--- config.mk ---
export PLATFORM = sky130hd
export DESIGN_NAME = pcie_msi_intr_controller
export DESIGN_NICKNAME = d
export VERILOG_FILES = /design/src/rtl/pcie_msi_intr_controller.sv
export SDC_FILE = /design/constraint.sdc
export NUM_CORES = 1
export LEC_CHECK = 0
export BUFFER_PORTS_ARGS = -buffer_cell sky130_fd_sc_hd__buf_2
export CORE_UTILIZATION = 49
export CTS_CLUSTER_DIAMETER = 120
export DETAILED_ROUTE_END_ITERATION = 12
export GPL_ROUTABILITY_DRIVEN = 0
export PLACE_DENSITY = 0.67
export SLEW_MARGIN = 5
export SYNTH_ARGS = -nofsm -noshare
export SYNTH_HDL_FRONTEND = slang
export SYNTH_SLANG_ARGS = --single-unit
--- constraint.sdc ---
create_clock -name clk -period 16.4 [get_ports clk]
set_input_delay 0.82 -clock clk [delete_from_list [all_inputs] [get_ports clk]]
set_output_delay 0.82 -clock clk [all_outputs]
set_load 0.01 [all_outputs]
--- src/rtl/pcie_msi_intr_controller.sv ---
// rtl/pcie_msi_intr_controller.sv - PCIe INTx/MSI interrupt controller with ASHI register access
// Per-source edge/level detection, saturating event counters, round-robin MSI arbitration with holdoff.
module pcie_msi_intr_controller #(
  parameter int IRQ_COUNT    = 8,
  parameter int VECTOR_COUNT = 4,
  parameter int CNT_WIDTH    = 32
) (
  input  logic                 clk,
  input  logic                 reset,
  input  logic [IRQ_COUNT-1:0] IRQ_IN,
  input  logic                 MSI_ENABLE,
  output logic                 IRQ_REQ,
  output logic [4:0]           IRQ_VECTOR,
  input  logic                 IRQ_ACK,
  input  logic [31:0]          ASHI_WINDX,
  input  logic [31:0]          ASHI_WDATA,
  input  logic                 ASHI_WRITE,
  output logic [1:0]           ASHI_WRESP,
  input  logic [31:0]          ASHI_RINDX,
  input  logic                 ASHI_READ,
  output logic [31:0]          ASHI_RDATA,
  output logic [1:0]           ASHI_RRESP
);

  localparam int IDXW = (IRQ_COUNT > 1) ? $clog2(IRQ_COUNT) : 1;
  localparam logic [1:0] RESP_OKAY   = 2'b00;
  localparam logic [1:0] RESP_SLVERR = 2'b10;
  // Saturate one below all-ones so counter+event on a read still fits the width.
  localparam logic [CNT_WIDTH-1:0] CNT_SAT = {{(CNT_WIDTH-1){1'b1}}, 1'b0};
  localparam logic [4:0] VEC_MASK = 5'(VECTOR_COUNT - 1);

  typedef enum logic [1:0] {
    ST_IDLE,
    ST_LEG_WAIT,
    ST_MSI_REQ,
    ST_MSI_HOLD
  } state_t;

  logic [IRQ_COUNT-1:0] irq_sync_q, irq_prev_q;
  logic [IRQ_COUNT-1:0] mask_q, mode_q, sent_q, sent_d;
  logic                 global_q;
  logic [15:0]          holdoff_q;
  logic [CNT_WIDTH-1:0] cnt_q [IRQ_COUNT];
  logic [CNT_WIDTH-1:0] cnt_d [IRQ_COUNT];

  state_t               state_q, state_d;
  logic                 req_q, req_d;
  logic [4:0]           vec_q, vec_d;
  logic [IDXW-1:0]      sel_q, sel_d, last_q, last_d;
  logic [15:0]          timer_q, timer_d;
  logic                 msi_ack;

  logic [31:0]          rdata_q, rdata_d;
  logic [1:0]           rresp_q, rresp_d, wresp_q;

  logic wr_pend, wr_ack, wr_mask, wr_glob, wr_mode, wr_hold, wr_known;
  logic [31:0]          rindx_off;
  logic                 rd_cnt_hit;
  logic [IDXW-1:0]      rd_cnt_idx;
  logic [CNT_WIDTH-1:0] cnt_rd;
  logic [IRQ_COUNT-1:0] rise, sw_trig, evt, clr, clr_rd, pending, cand;
  logic                 intx_want;
  logic                 found_hi, found_any;
  logic [IDXW-1:0]      pick_hi, pick_lo, pick;
  logic                 unused_ok;

  assign wr_pend  = ASHI_WRITE && (ASHI_WINDX == 32'd0);
  assign wr_ack   = ASHI_WRITE && (ASHI_WINDX == 32'd1);
  assign wr_mask  = ASHI_WRITE && (ASHI_WINDX == 32'd2);
  assign wr_glob  = ASHI_WRITE && (ASHI_WINDX == 32'd3);
  assign wr_mode  = ASHI_WRITE && (ASHI_WINDX == 32'd4);
  assign wr_hold  = ASHI_WRITE && (ASHI_WINDX == 32'd5);
  assign wr_known = (ASHI_WINDX < 32'd6);

  assign rindx_off  = ASHI_RINDX - 32'd32;
  assign rd_cnt_hit = ASHI_READ && (ASHI_RINDX >= 32'd32) && (rindx_off < 32'(IRQ_COUNT));
  assign rd_cnt_idx = rindx_off[IDXW-1:0];
  assign unused_ok  = ^{ASHI_WDATA, rindx_off};

  assign rise    = irq_sync_q & ~irq_prev_q;
  assign sw_trig = wr_pend ? ASHI_WDATA[IRQ_COUNT-1:0] : '0;
  assign evt     = (rise | sw_trig) & mask_q;
  assign clr     = (wr_ack ? ASHI_WDATA[IRQ_COUNT-1:0] : '0) | clr_rd;

  always_comb begin
    clr_rd  = '0;
    pending = '0;
    for (int i = 0; i < IRQ_COUNT; i++) begin
      clr_rd[i]  = rd_cnt_hit && (rd_cnt_idx == IDXW'(i));
      pending[i] = (cnt_q[i] != '0) | (~mode_q[i] & irq_sync_q[i] & mask_q[i]);
    end
  end

  // A clear coinciding with an event reloads the counter with that event.
  always_comb begin
    for (int i = 0; i < IRQ_COUNT; i++) begin
      cnt_d[i] = cnt_q[i];
      if (clr[i]) begin
        cnt_d[i] = CNT_WIDTH'(evt[i]);
      end else if (evt[i] && (cnt_q[i] != CNT_SAT)) begin
        cnt_d[i] = cnt_q[i] + CNT_WIDTH'(1);
      end
    end
  end

  always_comb begin
    sent_d = sent_q & ~clr;
    if (msi_ack) begin
      sent_d[sel_q] = 1'b1;
    end
  end

  assign cnt_rd = cnt_q[rd_cnt_idx] + CNT_WIDTH'(evt[rd_cnt_idx]);

  always_comb begin
    rdata_d = '0;
    rresp_d = RESP_OKAY;
    case (ASHI_RINDX)
      32'd0, 32'd1: rdata_d = 32'(pending);
      32'd2:        rdata_d = 32'(mask_q);
      32'd3:        rdata_d = {31'd0, global_q};
      32'd4:        rdata_d = 32'(mode_q);
      32'd5:        rdata_d = {16'd0, holdoff_q};
      default: begin
        if (rd_cnt_hit) begin
          rdata_d = 32'(cnt_rd);
        end else begin
          rresp_d = RESP_SLVERR;
        end
      end
    endcase
  end

  assign intx_want = (|pending) & global_q;
  assign cand      = pending & ~sent_q & {IRQ_COUNT{global_q}};

  // Descending scan: the lowest candidate above last_q wins, else the lowest overall.
  always_comb begin
    found_hi  = 1'b0;
    found_any = 1'b0;
    pick_hi   = '0;
    pick_lo   = '0;
    for (int i = IRQ_COUNT - 1; i >= 0; i--) begin
      if (cand[i]) begin
        found_any = 1'b1;
        pick_lo   = IDXW'(i);
        if (IDXW'(i) > last_q) begin
          found_hi = 1'b1;
          pick_hi  = IDXW'(i);
        end
      end
    end
    pick = found_hi ? pick_hi : pick_lo;
  end

  always_comb begin
    state_d = state_q;
    req_d   = req_q;
    vec_d   = vec_q;
    sel_d   = sel_q;
    last_d  = last_q;
    timer_d = timer_q;
    msi_ack = 1'b0;
    case (state_q)
      ST_IDLE: begin
        // IRQ_REQ high in IDLE can only be a legacy level; lower it via a handshake first.
        if (req_q) begin
          if (MSI_ENABLE || !intx_want) begin
            req_d   = 1'b0;
            state_d = ST_LEG_WAIT;
          end
        end else if (MSI_ENABLE) begin
          if (found_any) begin
            req_d   = 1'b1;
            sel_d   = pick;
            vec_d   = 5'(pick) & VEC_MASK;
            state_d = ST_MSI_REQ;
          end
        end else if (intx_want) begin
          req_d   = 1'b1;
          state_d = ST_LEG_WAIT;
        end
      end
      ST_LEG_WAIT: begin
        if (IRQ_ACK) begin
          state_d = ST_IDLE;
        end
      end
      ST_MSI_REQ: begin
        if (IRQ_ACK) begin
          msi_ack = 1'b1;
          req_d   = 1'b0;
          last_d  = sel_q;
          timer_d = holdoff_q;
          state_d = ST_MSI_HOLD;
        end
      end
      ST_MSI_HOLD: begin
        if (timer_q <= 16'd1) begin
          timer_d = 16'd0;
          state_d = ST_IDLE;
        end else begin
          timer_d = timer_q - 16'd1;
        end
      end
      default: state_d = ST_IDLE;
    endcase
  end

  always_ff @(posedge clk or posedge reset) begin
    if (reset) begin
      state_q <= ST_IDLE;
      req_q   <= 1'b0;
      vec_q   <= '0;
      sel_q   <= '0;
      last_q  <= IDXW'(IRQ_COUNT - 1);
      timer_q <= '0;
      sent_q  <= '0;
    end else begin
      state_q <= state_d;
      req_q   <= req_d;
      vec_q   <= vec_d;
      sel_q   <= sel_d;
      last_q  <= last_d;
      timer_q <= timer_d;
      sent_q  <= sent_d;
    end
  end

  always_ff @(posedge clk or posedge reset) begin
    if (reset) begin
      irq_sync_q <= '0;
      irq_prev_q <= '0;
      for (int i = 0; i < IRQ_COUNT; i++) begin
        cnt_q[i] <= '0;
      end
    end else begin
      irq_sync_q <= IRQ_IN;
      irq_prev_q <= irq_sync_q;
      for (int i = 0; i < IRQ_COUNT; i++) begin
        cnt_q[i] <= cnt_d[i];
      end
    end
  end

  always_ff @(posedge clk or posedge reset) begin
    if (reset) begin
      mask_q    <= '0;
      mode_q    <= '0;
      global_q  <= 1'b0;
      holdoff_q <= '0;
      rdata_q   <= '0;
      rresp_q   <= RESP_OKAY;
      wresp_q   <= RESP_OKAY;
    end else begin
      if (wr_mask) mask_q    <= ASHI_WDATA[IRQ_COUNT-1:0];
      if (wr_mode) mode_q    <= ASHI_WDATA[IRQ_COUNT-1:0];
      if (wr_glob) global_q  <= ASHI_WDATA[0];
      if (wr_hold) holdoff_q <= ASHI_WDATA[15:0];
      if (ASHI_WRITE) begin
        wresp_q <= wr_known ? RESP_OKAY : RESP_SLVERR;
      end
      if (ASHI_READ) begin
        rdata_q <= rdata_d;
        rresp_q <= rresp_d;
      end
    end
  end

  assign IRQ_REQ    = req_q;
  assign IRQ_VECTOR = vec_q;
  assign ASHI_RDATA = rdata_q;
  assign ASHI_RRESP = rresp_q;
  assign ASHI_WRESP = wresp_q;

endmodule

Word level (Yosys, flattened, before mapping)
Cells that the tools add are included.

Register bits: 376.

$lt $le $gt $ge: 16. Muxes and demuxes: 101. Add/subtract/negate cells: 11. Equal/unequal tests: 34. Bitwise logic cells: 46. Reduce and logical (&&, ||, !) cells: 57.

Operators with widths (count): $mux W32 (19); $add A32 B1 Y32 const B (8); $ne A32 B32 Y1 const B (8); $reduce_bool A32 Y1 (8); $pmux W32 S5 (1); $eq A32 B2 Y1 const B (4); $eq A32 B3 Y1 const B (4); $bmux W32 S3 (1); $mux W3 (25); $eq A32 B1 Y1 const B (2); $logic_not A32 Y1 (2); $and A8 B8 Y8 (5); $mux W1 (34); $add A32 B1 Y32 (1); $ge A32 B6 Y1 const B (1); $lt A32 B3 Y1 const B (1); $lt A32 B4 Y1 const B (1); $mux W16 (2); $pmux W16 S2 (1); $sub A32 B6 Y32 const B (1); $logic_and A1 B1 Y1 (25); $mux W8 (3); $not A8 Y8 (3); $or A8 B8 Y8 (3); other kinds (36) (102).

Logic depth before layout (Yosys ltp)
Gate-level depths: netlist (run 1).

Depth in word-level cells: 22. Gate-level depth with buffers: 19.

Worst setup path after synthesis (run 1)
Ideal clock, no wire load.

Kind: input -> register. Start point: input port ASHI_RINDX[1]. End point: register rdata_q[22], in the netlist ASHI_RDATA[22]. Setup time: 0.141 ns. Data arrival time: 4.169 ns. Stages on the path: 19. Slack: 12.090 ns. Cell sequence: buf_6 buf_12 buf_6 buf_4 buf_2 buf_2 buf_1 mux2i_1 nand2_1 o21ai_0 o21ai_0 ha_1 ha_1 nand3_1 nor3_2 nand4_2 or3_1 xnor2_1 o22ai_1.

Longest elaborated chain between the ends: 8. Elaborated cells on any way between the ends: 21. Those cells by class: 2 x add/sub; 2 x order compare; 5 x eq/ne; 7 x mux; 1 x bitwise; 4 x reduce/logical.

RTL lines: start, declared (RTL line 19) `input logic [31:0] ASHI_RINDX,`; $sub A32 B6 Y32 (RTL line 75) `assign rindx_off = ASHI_RINDX - 32'd32;`; $not A3 Y4 (implied by the code) (RTL line 113) `assign cnt_rd = cnt_q[rd_cnt_idx] + CNT_WIDTH'(evt[rd_cnt_idx]);`; $bmux W32 S3 (RTL line 113); $mux W32 (implied by the code) (2 in a row) (RTL line 113); $add A32 B1 Y32 (RTL line 113); $mux W32 (RTL line 125) `if (rd_cnt_hit) begin`; $pmux W32 S5 (*) (RTL line 118) `case (ASHI_RINDX)`; end signal, assigned (RTL line 264) `rdata_q <= rdata_d;`; end, declared (RTL line 53) `logic [31:0] rdata_q, rdata_d;`.

Mark *: on every way between the ends. The rest lies on a longest branch, timed or not. The select of a mux whose other input is x is not followed. A chain may end at the register's enable or synchronous reset.

Worst setup path in the final report (run 1)
Start point: input port ASHI_WINDX[27]. End point: register rdata_q[22], in the netlist ASHI_RDATA[22].

Longest elaborated chain between the ends: 10.

RTL lines: start, declared (RTL line 15) `input logic [31:0] ASHI_WINDX,`; $logic_not A32 Y1 (RTL line 67) `assign wr_pend = ASHI_WRITE && (ASHI_WINDX == 32'd0);`; $logic_and A1 B1 Y1 (RTL line 67); $mux W8 (RTL line 81) `assign sw_trig = wr_pend ? ASHI_WDATA[IRQ_COUNT-1:0] : '0;`; $or A8 B8 Y8 (RTL line 82) `assign evt = (rise | sw_trig) & mask_q;`; $and A8 B8 Y8 (RTL line 82); $bmux W1 S3 (RTL line 113); $mux W1 (implied by the code) (RTL line 113); $add A32 B1 Y32 (RTL line 113); $mux W32 (RTL line 125); $pmux W32 S5 (RTL line 118).

No other way between the ends. The select of a mux whose other input is x is not followed.

==> results.sh, run 1 <==
export IMPL_synth_cell_area_sq_um=22800
export IMPL_vias=20100
export IMPL_critical_path_max_fanout=8
export IMPL_final_nets=2649
export IMPL_worst_hold_slack_ns=0.341
export IMPL_vdd_ir_drop_max_mv=0.0860
export IMPL_hold_path_cell_count=1
export IMPL_buffer_ports_inserted=130
export IMPL_fillerInstances=3973
export IMPL_worstSetupStartpoint="ASHI_WINDX[27]"
export IMPL_layoutNonFillerInstCount=3145
export IMPL_final_antenna_net_count=0
export IMPL_area_taken_by_multi_input_logic_gates_sq_um=12600
export IMPL_placementRows=78
export IMPL_worst_setup_hold_path_clk_slew_ns=0.06
export IMPL_wl_per_cell_um=23.6
export IMPL_critical_path_max_stage_delay_ns=0.71
export IMPL_critical_path_endpoint="ASHI_RDATA[22]"
export IMPL_clock_root_buffer="sky130_fd_sc_hd__clkbuf_16"
export IMPL_layout_min_cycle_time_ns=4.97
export IMPL_maxClockFrequency_mhz=201
export IMPL_worst_pin_slew_ns=1.12
export IMPL_syn_to_final_growth_pct=11.0
export IMPL_synth_edff_count=0
export IMPL_slew_headroom_pct=24.7
export IMPL_reg2reg_from="irq_sync_q[0]"
export IMPL_ys_seq_elements=372
export IMPL_area_share_of_the_largest_cell_type_after_synthesis_pct=40.5
export IMPL_tns_ns=0
export IMPL_placed_cells=3065
export IMPL_timing_reg2reg_worst_path_depth=13
export IMPL_layout_setup_ws_ns=11.43
export IMPL_status="complete, no violations"
export IMPL_grt_start_max_net_pins=183
export IMPL_worst_hold_path_type="in -> reg"
export IMPL_timing_critical_path_buf_inv=1
export IMPL_clk_latency_ns=0.59
export IMPL_critical_path_cell_chain="buf_2, nor4_1, and4_1, nand4_1, a21boi_1, mux2i_1, nand2_1, o21ai_0, o21ai_0, ha_1, ha_1, nand3_1, nor3_2, nand4_2, or3_1, xnor2_1, o22ai_1"
export IMPL_postSynth_topFlopCell="sky130_fd_sc_hd__dfrtp_1"
export IMPL_coreArea_sq_um=45700
export IMPL_global_route_wire_length_before_repair_um=113000
export IMPL_crit_path_start_kind="primary input"
export IMPL_cts_buffers_inserted=43
export IMPL_worstSetupPathType="in -> reg"
export IMPL_die_w_um=218
export IMPL_ys_async_sr_fraction_pct=100
export IMPL_post_route_drc_count=0
export IMPL_max_clock_path_buffers=3
export IMPL_worstSetupPathDepth=17
export IMPL_final_layout_size_suffix_gt1_share_pct=14.3
export IMPL_cts_repair_resized=0
export IMPL_post_cts_setup_buffer_count=0
export IMPL_grt_total_usage_pct=31.5
export IMPL_first_global_vias=18900
export IMPL_syn_mean_instance_area_sq_um=9.44
export IMPL_setup_violations_final=0
export IMPL_area_occupied_by_registers_sq_um=9310
export IMPL_dpl_worst_slack_ns=11.00
export IMPL_timing_rr_end="ASHI_RDATA[22]"
export IMPL_final_max_slew_violation_count=0
export IMPL_clock_skew_final_ns=0.0298
export IMPL_synth_yosys_seq_area_share_pct=40.8
export IMPL_required_time_of_the_critical_path_ns=16.83
export IMPL_drt_pass1_iter_count=5
export IMPL_overflow_after_grt=0
export IMPL_yosys_top_cells_count="sky130_fd_sc_hd__dfrtp_1, sky130_fd_sc_hd__nor2_1, sky130_fd_sc_hd__nand2_1"
export IMPL_p_leak_nw=10.7
export IMPL_grt_setup_unrepaired="no"
export IMPL_drt_total_wl_um=74300
export IMPL_post_synth_num_cell_types=90
export IMPL_post_dp_hpwl_um=54900
export IMPL_antenna_violations_before_repair=2
export IMPL_via_cell_ratio=6.39
export IMPL_num_ports=152
export IMPL_r2r_setup_slack_ns=12.42
export IMPL_ctsHoldBuffers=0
export IMPL_cp_slowest_cell="sky130_fd_sc_hd__a21boi_1"
export IMPL_postLayoutCoreUtil_pct=55.5
export IMPL_syn_inst=2416
export IMPL_floorplan_initialDensity_pct=50.0
export IMPL_finalHoldViolations=0
export IMPL_worst_endpoint_arrival_ns=5.40
export IMPL_synth_area_leaders="sky130_fd_sc_hd__dfrtp_1, sky130_fd_sc_hd__xnor2_1, sky130_fd_sc_hd__nor2_1, sky130_fd_sc_hd__mux4_2, sky130_fd_sc_hd__xor2_1"
export IMPL_cts_htree_levels=2
export IMPL_drt_initial_drc_count=2525
export IMPL_max_cap_violations=0
export IMPL_ys_warnings_count=0
export IMPL_power_per_cell_area_nw_per_um2=79.6
export IMPL_chipHeight_um=218
export IMPL_worst_path_dominant_cell_family="simple AND/OR/NAND/NOR gates"
export IMPL_post_synth_top_count_cell="sky130_fd_sc_hd__dfrtp_1"
export IMPL_tritoncts="done"
export IMPL_synth_top_cell_by_area="sky130_fd_sc_hd__dfrtp_1"
export IMPL_final_period_utilization_pct=30.3
export IMPL_crit_path_end_kind="flop"
export IMPL_dieArea_sq_um=47400
export IMPL_cts_sinks=372
==> worst min path at each step <==
stage | start | end
final | IRQ_IN[5] | irq_sync_q[5]
after global routing | IRQ_IN[5] | irq_sync_q[5]
after CTS | IRQ_IN[5] | irq_sync_q[5]
after detailed placement | irq_sync_q[3] | irq_prev_q[3]
after global placement | irq_sync_q[4] | irq_prev_q[4]
after floorplan | irq_sync_q[4] | irq_prev_q[4]
==> worst register-to-register path, stage by stage, from the launching register on <==
cell	delay (ns)
sky130_fd_sc_hd__dfrtp_1	0.42
sky130_fd_sc_hd__nor2b_1	0.31
sky130_fd_sc_hd__o21ai_0	0.41
sky130_fd_sc_hd__o21ai_0	0.37
sky130_fd_sc_hd__o21ai_0	0.11
sky130_fd_sc_hd__o21ai_0	0.20
sky130_fd_sc_hd__ha_1	0.22
sky130_fd_sc_hd__ha_1	0.19
sky130_fd_sc_hd__nand3_1	0.13
sky130_fd_sc_hd__nor3_2	0.39
sky130_fd_sc_hd__nand4_2	0.38
sky130_fd_sc_hd__or3_1	0.49
sky130_fd_sc_hd__xnor2_1	0.16
sky130_fd_sc_hd__o22ai_1	0.08
==> sequential cells by signal, indices dropped and copies added, names as in the netlist, 2 cells and up <==
name,count
ASHI_RDATA,32
cnt_q,256
holdoff_q,16
irq_prev_q,8
irq_sync_q,8
last_q,3
mask_q,8
mode_q,8
sel_q,3
sent_q,8
state_q,2
timer_q,16
==> metrics by stage <==
step,area [sq um],power [mW]
3_5_place_dp,23900,1.03
3_3_place_gp,23900,1.03
2_1_floorplan,22800,1.00
5_1_grt,25300,2.07
4_1_cts,25300,2.03
6_report,25300,2.02
==> layout by cell type (no fill, tap or decap), types with 13 or more instances in the layout <==
master	Yosys	final
sky130_fd_sc_hd__inv_1	88	87
sky130_fd_sc_hd__and4_1	33	33
sky130_fd_sc_hd__mux4_2	51	51
sky130_fd_sc_hd__xor2_1	96	96
sky130_fd_sc_hd__buf_4	19	23
sky130_fd_sc_hd__o211ai_1	13	13
sky130_fd_sc_hd__o21ai_0	75	74
sky130_fd_sc_hd__nand2_1	200	200
sky130_fd_sc_hd__buf_2	29	129
sky130_fd_sc_hd__clkbuf_16	0	45
sky130_fd_sc_hd__dfrtp_1	369	369
sky130_fd_sc_hd__xnor2_1	157	157
sky130_fd_sc_hd__nand3_1	110	110
sky130_fd_sc_hd__mux2_2	41	41
sky130_fd_sc_hd__a31oi_1	14	14
sky130_fd_sc_hd__and2_1	22	22
sky130_fd_sc_hd__a21oi_1	59	59
sky130_fd_sc_hd__or3_1	34	34
sky130_fd_sc_hd__mux2i_1	28	28
sky130_fd_sc_hd__mux4_1	13	13
sky130_fd_sc_hd__nand4_1	96	96
sky130_fd_sc_hd__nor2b_1	16	16
sky130_fd_sc_hd__nor3_1	110	109
sky130_fd_sc_hd__and3_1	40	40
sky130_fd_sc_hd__o22ai_1	22	22
sky130_fd_sc_hd__nor2_1	331	331
sky130_fd_sc_hd__nor4_1	90	90
sky130_fd_sc_hd__ha_1	29	29
==> report_power, final <==
group | internal [mW] | leakage, nW | switching (mW)
clock network | 0.603 | 0.719 | 0.397
logic | 0.0291 | 5.07 | 0.0567
registers | 0.924 | 4.96 | 0.00596
total | 1.56 | 10.7 | 0.459
==> cell families after synthesis <==
| family | after synthesis | synth area share (%) |
|---|---|---|
| xor+xnor | 253 | 9.71 |
| flops | 372 | 40.8 |
| buf+inv | 196 | 4.06 |
| fa+ha+maj | 29 | 1.59 |
| compound gates | 267 | 7.79 |
| mux | 134 | 9.85 |
| other cells | 1 | 0.0164 |
| simple gates | 1164 | 26.2 |
==> layer usage <==
layer	part of all wire, %	up-vias	routed length (um)	track usage [%]
li1	-	8935	-	-
met4	6.3	2	4690	18.9
met5	0.043	-	32	0
met2	45	1092	33600	49.0
met3	9.2	208	6810	6.30
met1	39	9866	29100	40.6
==> final cells by class <==
| cell class | count | share of cell area (%) |
|---|---|---|
| well taps | 600 | 2.96 |
| inverters | 88 | 1.33 |
| flip-flops and latches | 372 | 36.8 |
| diodes | 1 | 0.00988 |
| clock inverters | 14 | 0.726 |
| clock buffers | 65 | 5.06 |
| multi-input cells | 1852 | 49.8 |
| repair buffers | 153 | 3.31 |
No activity file was read; power rests on OpenSTA's default activity.
==> run 2: changes to the inputs <==
- PLACE_DENSITY: 0.67 -> 0.69
- clock period: 16.4 -> 4.35 ns (I/O delays scaled with it)
==> run 2 against run 1 <==
Global-route usage grew 0.30 points; sequential power grew to 3.8 times the previous value; combinational power grew to 4.1 times the previous value; die area is the same; critical path depth grew 1; first-iteration DRC count shrank 4.4%; clock-buffer cell count shrank 6; clock power grew to 3.6 times the previous value; final cell count grew 1.3%.
==> results.sh, run 2 (synthesis gave the netlist of run 1 again) <==
export IMPL_detailed_place_area_sq_um=24100
export IMPL_mostFrequentLayoutCell="sky130_fd_sc_hd__dfrtp_1"
export IMPL_postLayoutCoreUtil_pct=56.3
export IMPL_grt_start_max_net_pins=106
export IMPL_cts_buffers_inserted=42
export IMPL_clk_latency_ns=0.60
export IMPL_dieArea_sq_um=47400
export IMPL_buffer_ports_inserted=130
export IMPL_grt_setup_unrepaired="no"
export IMPL_area_taken_by_multi_input_logic_gates_sq_um=12600
export IMPL_final_antenna_net_count=0
export IMPL_worst_endpoint_arrival_ns=4.40
export IMPL_p_sw_mw=1.73
export IMPL_global_route_wire_length_before_repair_um=115000
export IMPL_max_clock_path_buffers=3
export IMPL_tns_ns=0
export IMPL_power_frac_seq_pct=47.0
export IMPL_clock_root_buffer="sky130_fd_sc_hd__clkbuf_16"
export IMPL_clock_skew_final_ns=0.0256
export IMPL_finalHoldViolations=0
export IMPL_first_global_vias=19400
export IMPL_floorplan_initialDensity_pct=50.0
export IMPL_required_time_of_the_critical_path_ns=4.81
export IMPL_placementRows=78
export IMPL_vdd_ir_drop_max_mv=0.293
export IMPL_internal_power_mw=5.73
export IMPL_layout_min_cycle_time_ns=3.94
export IMPL_final_max_slew_violation_count=0
export IMPL_drt_total_wl_um=74700
export IMPL_worstSetupPathType="in -> reg"
export IMPL_p_leak_nw=10.9
export IMPL_die_w_um=218
export IMPL_power_frac_comb_pct=4.7
export IMPL_fillerInstances=3899
export IMPL_worst_pin_slew_ns=1.37
export IMPL_maxClockFrequency_mhz=254
export IMPL_antenna_violations_before_repair=0
export IMPL_final_design_area_no_fill_sq_um=25700
export IMPL_cp_slowest_cell="sky130_fd_sc_hd__dlygate4sd3_1"
export IMPL_timing_critical_path_buf_inv=2
export IMPL_num_ports=152
export IMPL_status="complete, no violations"
export IMPL_final_layout_size_suffix_gt1_share_pct=14.7
export IMPL_most_common_layout_cells="sky130_fd_sc_hd__dfrtp_1, sky130_fd_sc_hd__nor2_1, sky130_fd_sc_hd__nand2_1"
export IMPL_worst_hold_path_type="in -> reg"
export IMPL_setup_violations_final=0
export IMPL_pwr_share_clk_pct=48.2
export IMPL_final_period_utilization_pct=90.6
export IMPL_via_cell_ratio=6.37
export IMPL_crit_path_start_kind="primary input"
export IMPL_worst_path_dominant_cell_family="simple AND/OR/NAND/NOR gates"
export IMPL_post_dp_hpwl_um=55800
export IMPL_final_nets=2694
export IMPL_regMostFlops="cnt_q"
export IMPL_drt_initial_drc_count=2414
export IMPL_tritoncts="done"
export IMPL_wl_per_cell_um=23.5
export IMPL_worst_setup_hold_path_clk_slew_ns=0.06
export IMPL_cts_sinks=372
export IMPL_sw_frac_of_total_pct=23.2
export IMPL_critical_path_max_fanout=7
export IMPL_coreArea_sq_um=45700
export IMPL_max_cap_violations=0
export IMPL_grt_total_usage_pct=31.8
export IMPL_chipHeight_um=218
export IMPL_largest_reg_flops=256
export IMPL_num_antenna_cells=0
export IMPL_crit_path_end_kind="flop"
export IMPL_cts_htree_levels=2
export IMPL_drt_pass1_iter_count=6
export IMPL_critical_path_max_stage_delay_ns=0.53
export IMPL_power_per_cell_area_nw_per_um2=290
export IMPL_post_route_drc_count=0
export IMPL_vias=20300
export IMPL_slew_headroom_pct=7.18
export IMPL_worst_hold_slack_ns=0.0352
export IMPL_area_occupied_by_registers_sq_um=9310
export IMPL_overflow_after_grt=0
export IMPL_critical_path_cell_chain="dlygate4sd3_1, buf_2, nor4b_1, and4_1, and4_1, o21a_1, nand2_1, o211ai_1, nand3_1, o21ai_0, ha_1, ha_1, nand3_1, nor3_2, nand4_2, or3_1, xnor2_1, o22ai_1"
export IMPL_syn_to_final_growth_pct=12.7
export IMPL_post_cts_setup_buffer_count=0
==> run 2: metal layers <==
metal | track usage [%] | vias up | wire (um)
li1 | - | 9029 | -
met1 | 40.7 | 9913 | 29100
met2 | 49.8 | 1114 | 33600
met3 | 6.78 | 243 | 6990
met4 | 18.4 | 0 | 4990
met5 | 0 | - | 0
==> run 2: per-stage QoR <==
stage,instances,setup WS (ns),power [mW]
CTS,3185,0.545,7.51
floorplan,2420,-0.859,3.77
detailed placement,3084,0.371,3.90
finish,3185,0.411,7.46
global route,3185,0.158,7.67
global placement,3084,0.478,3.90
==> run 2: worst paths after layout <==
check	end	slack (ns)	from	cells after the start
hold reg to reg	irq_prev_q[0]	0.42	irq_sync_q[0]	0
hold / removal	mask_q[5]	0.04	ASHI_WDATA[5]	2
min in group asynchronous	cnt_q[239]	0.39	reset	3
max in group asynchronous	cnt_q[56]	2.87	reset	4
setup / recovery	ASHI_RDATA[22]	0.41	ASHI_WRITE	18
setup reg to reg	sel_q[0]	0.99	cnt_q[160]	10
==> run 2: area by class of cell <==
| type | count | area share (%) |
|---|---|---|
| Clock buffer | 59 | 4.69 |
| Tap cell | 600 | 2.92 |
| Timing Repair Buffer | 199 | 5.06 |
| Clock inverter | 15 | 0.691 |
| Multi-Input combinational cell | 1852 | 49.1 |
| Inverter | 88 | 1.30 |
| Sequential cell | 372 | 36.2 |
==> run 2: power groups by stage <==
stage | registers [mW] | clock network [mW] | logic, mW
2_1_floorplan | 3.57 | 0 | 0.207
3_3_place_gp | 3.57 | 0 | 0.329
3_5_place_dp | 3.57 | 0 | 0.334
4_1_cts | 3.51 | 3.65 | 0.354
5_1_grt | 3.51 | 3.78 | 0.384
6_report | 3.51 | 3.60 | 0.353
==> run 2: timing repair <==
item	4_1_cts	5_1_grt
resized for setup	0	0
endpoints found under the hold margin	71	0
hold buffers	27	0
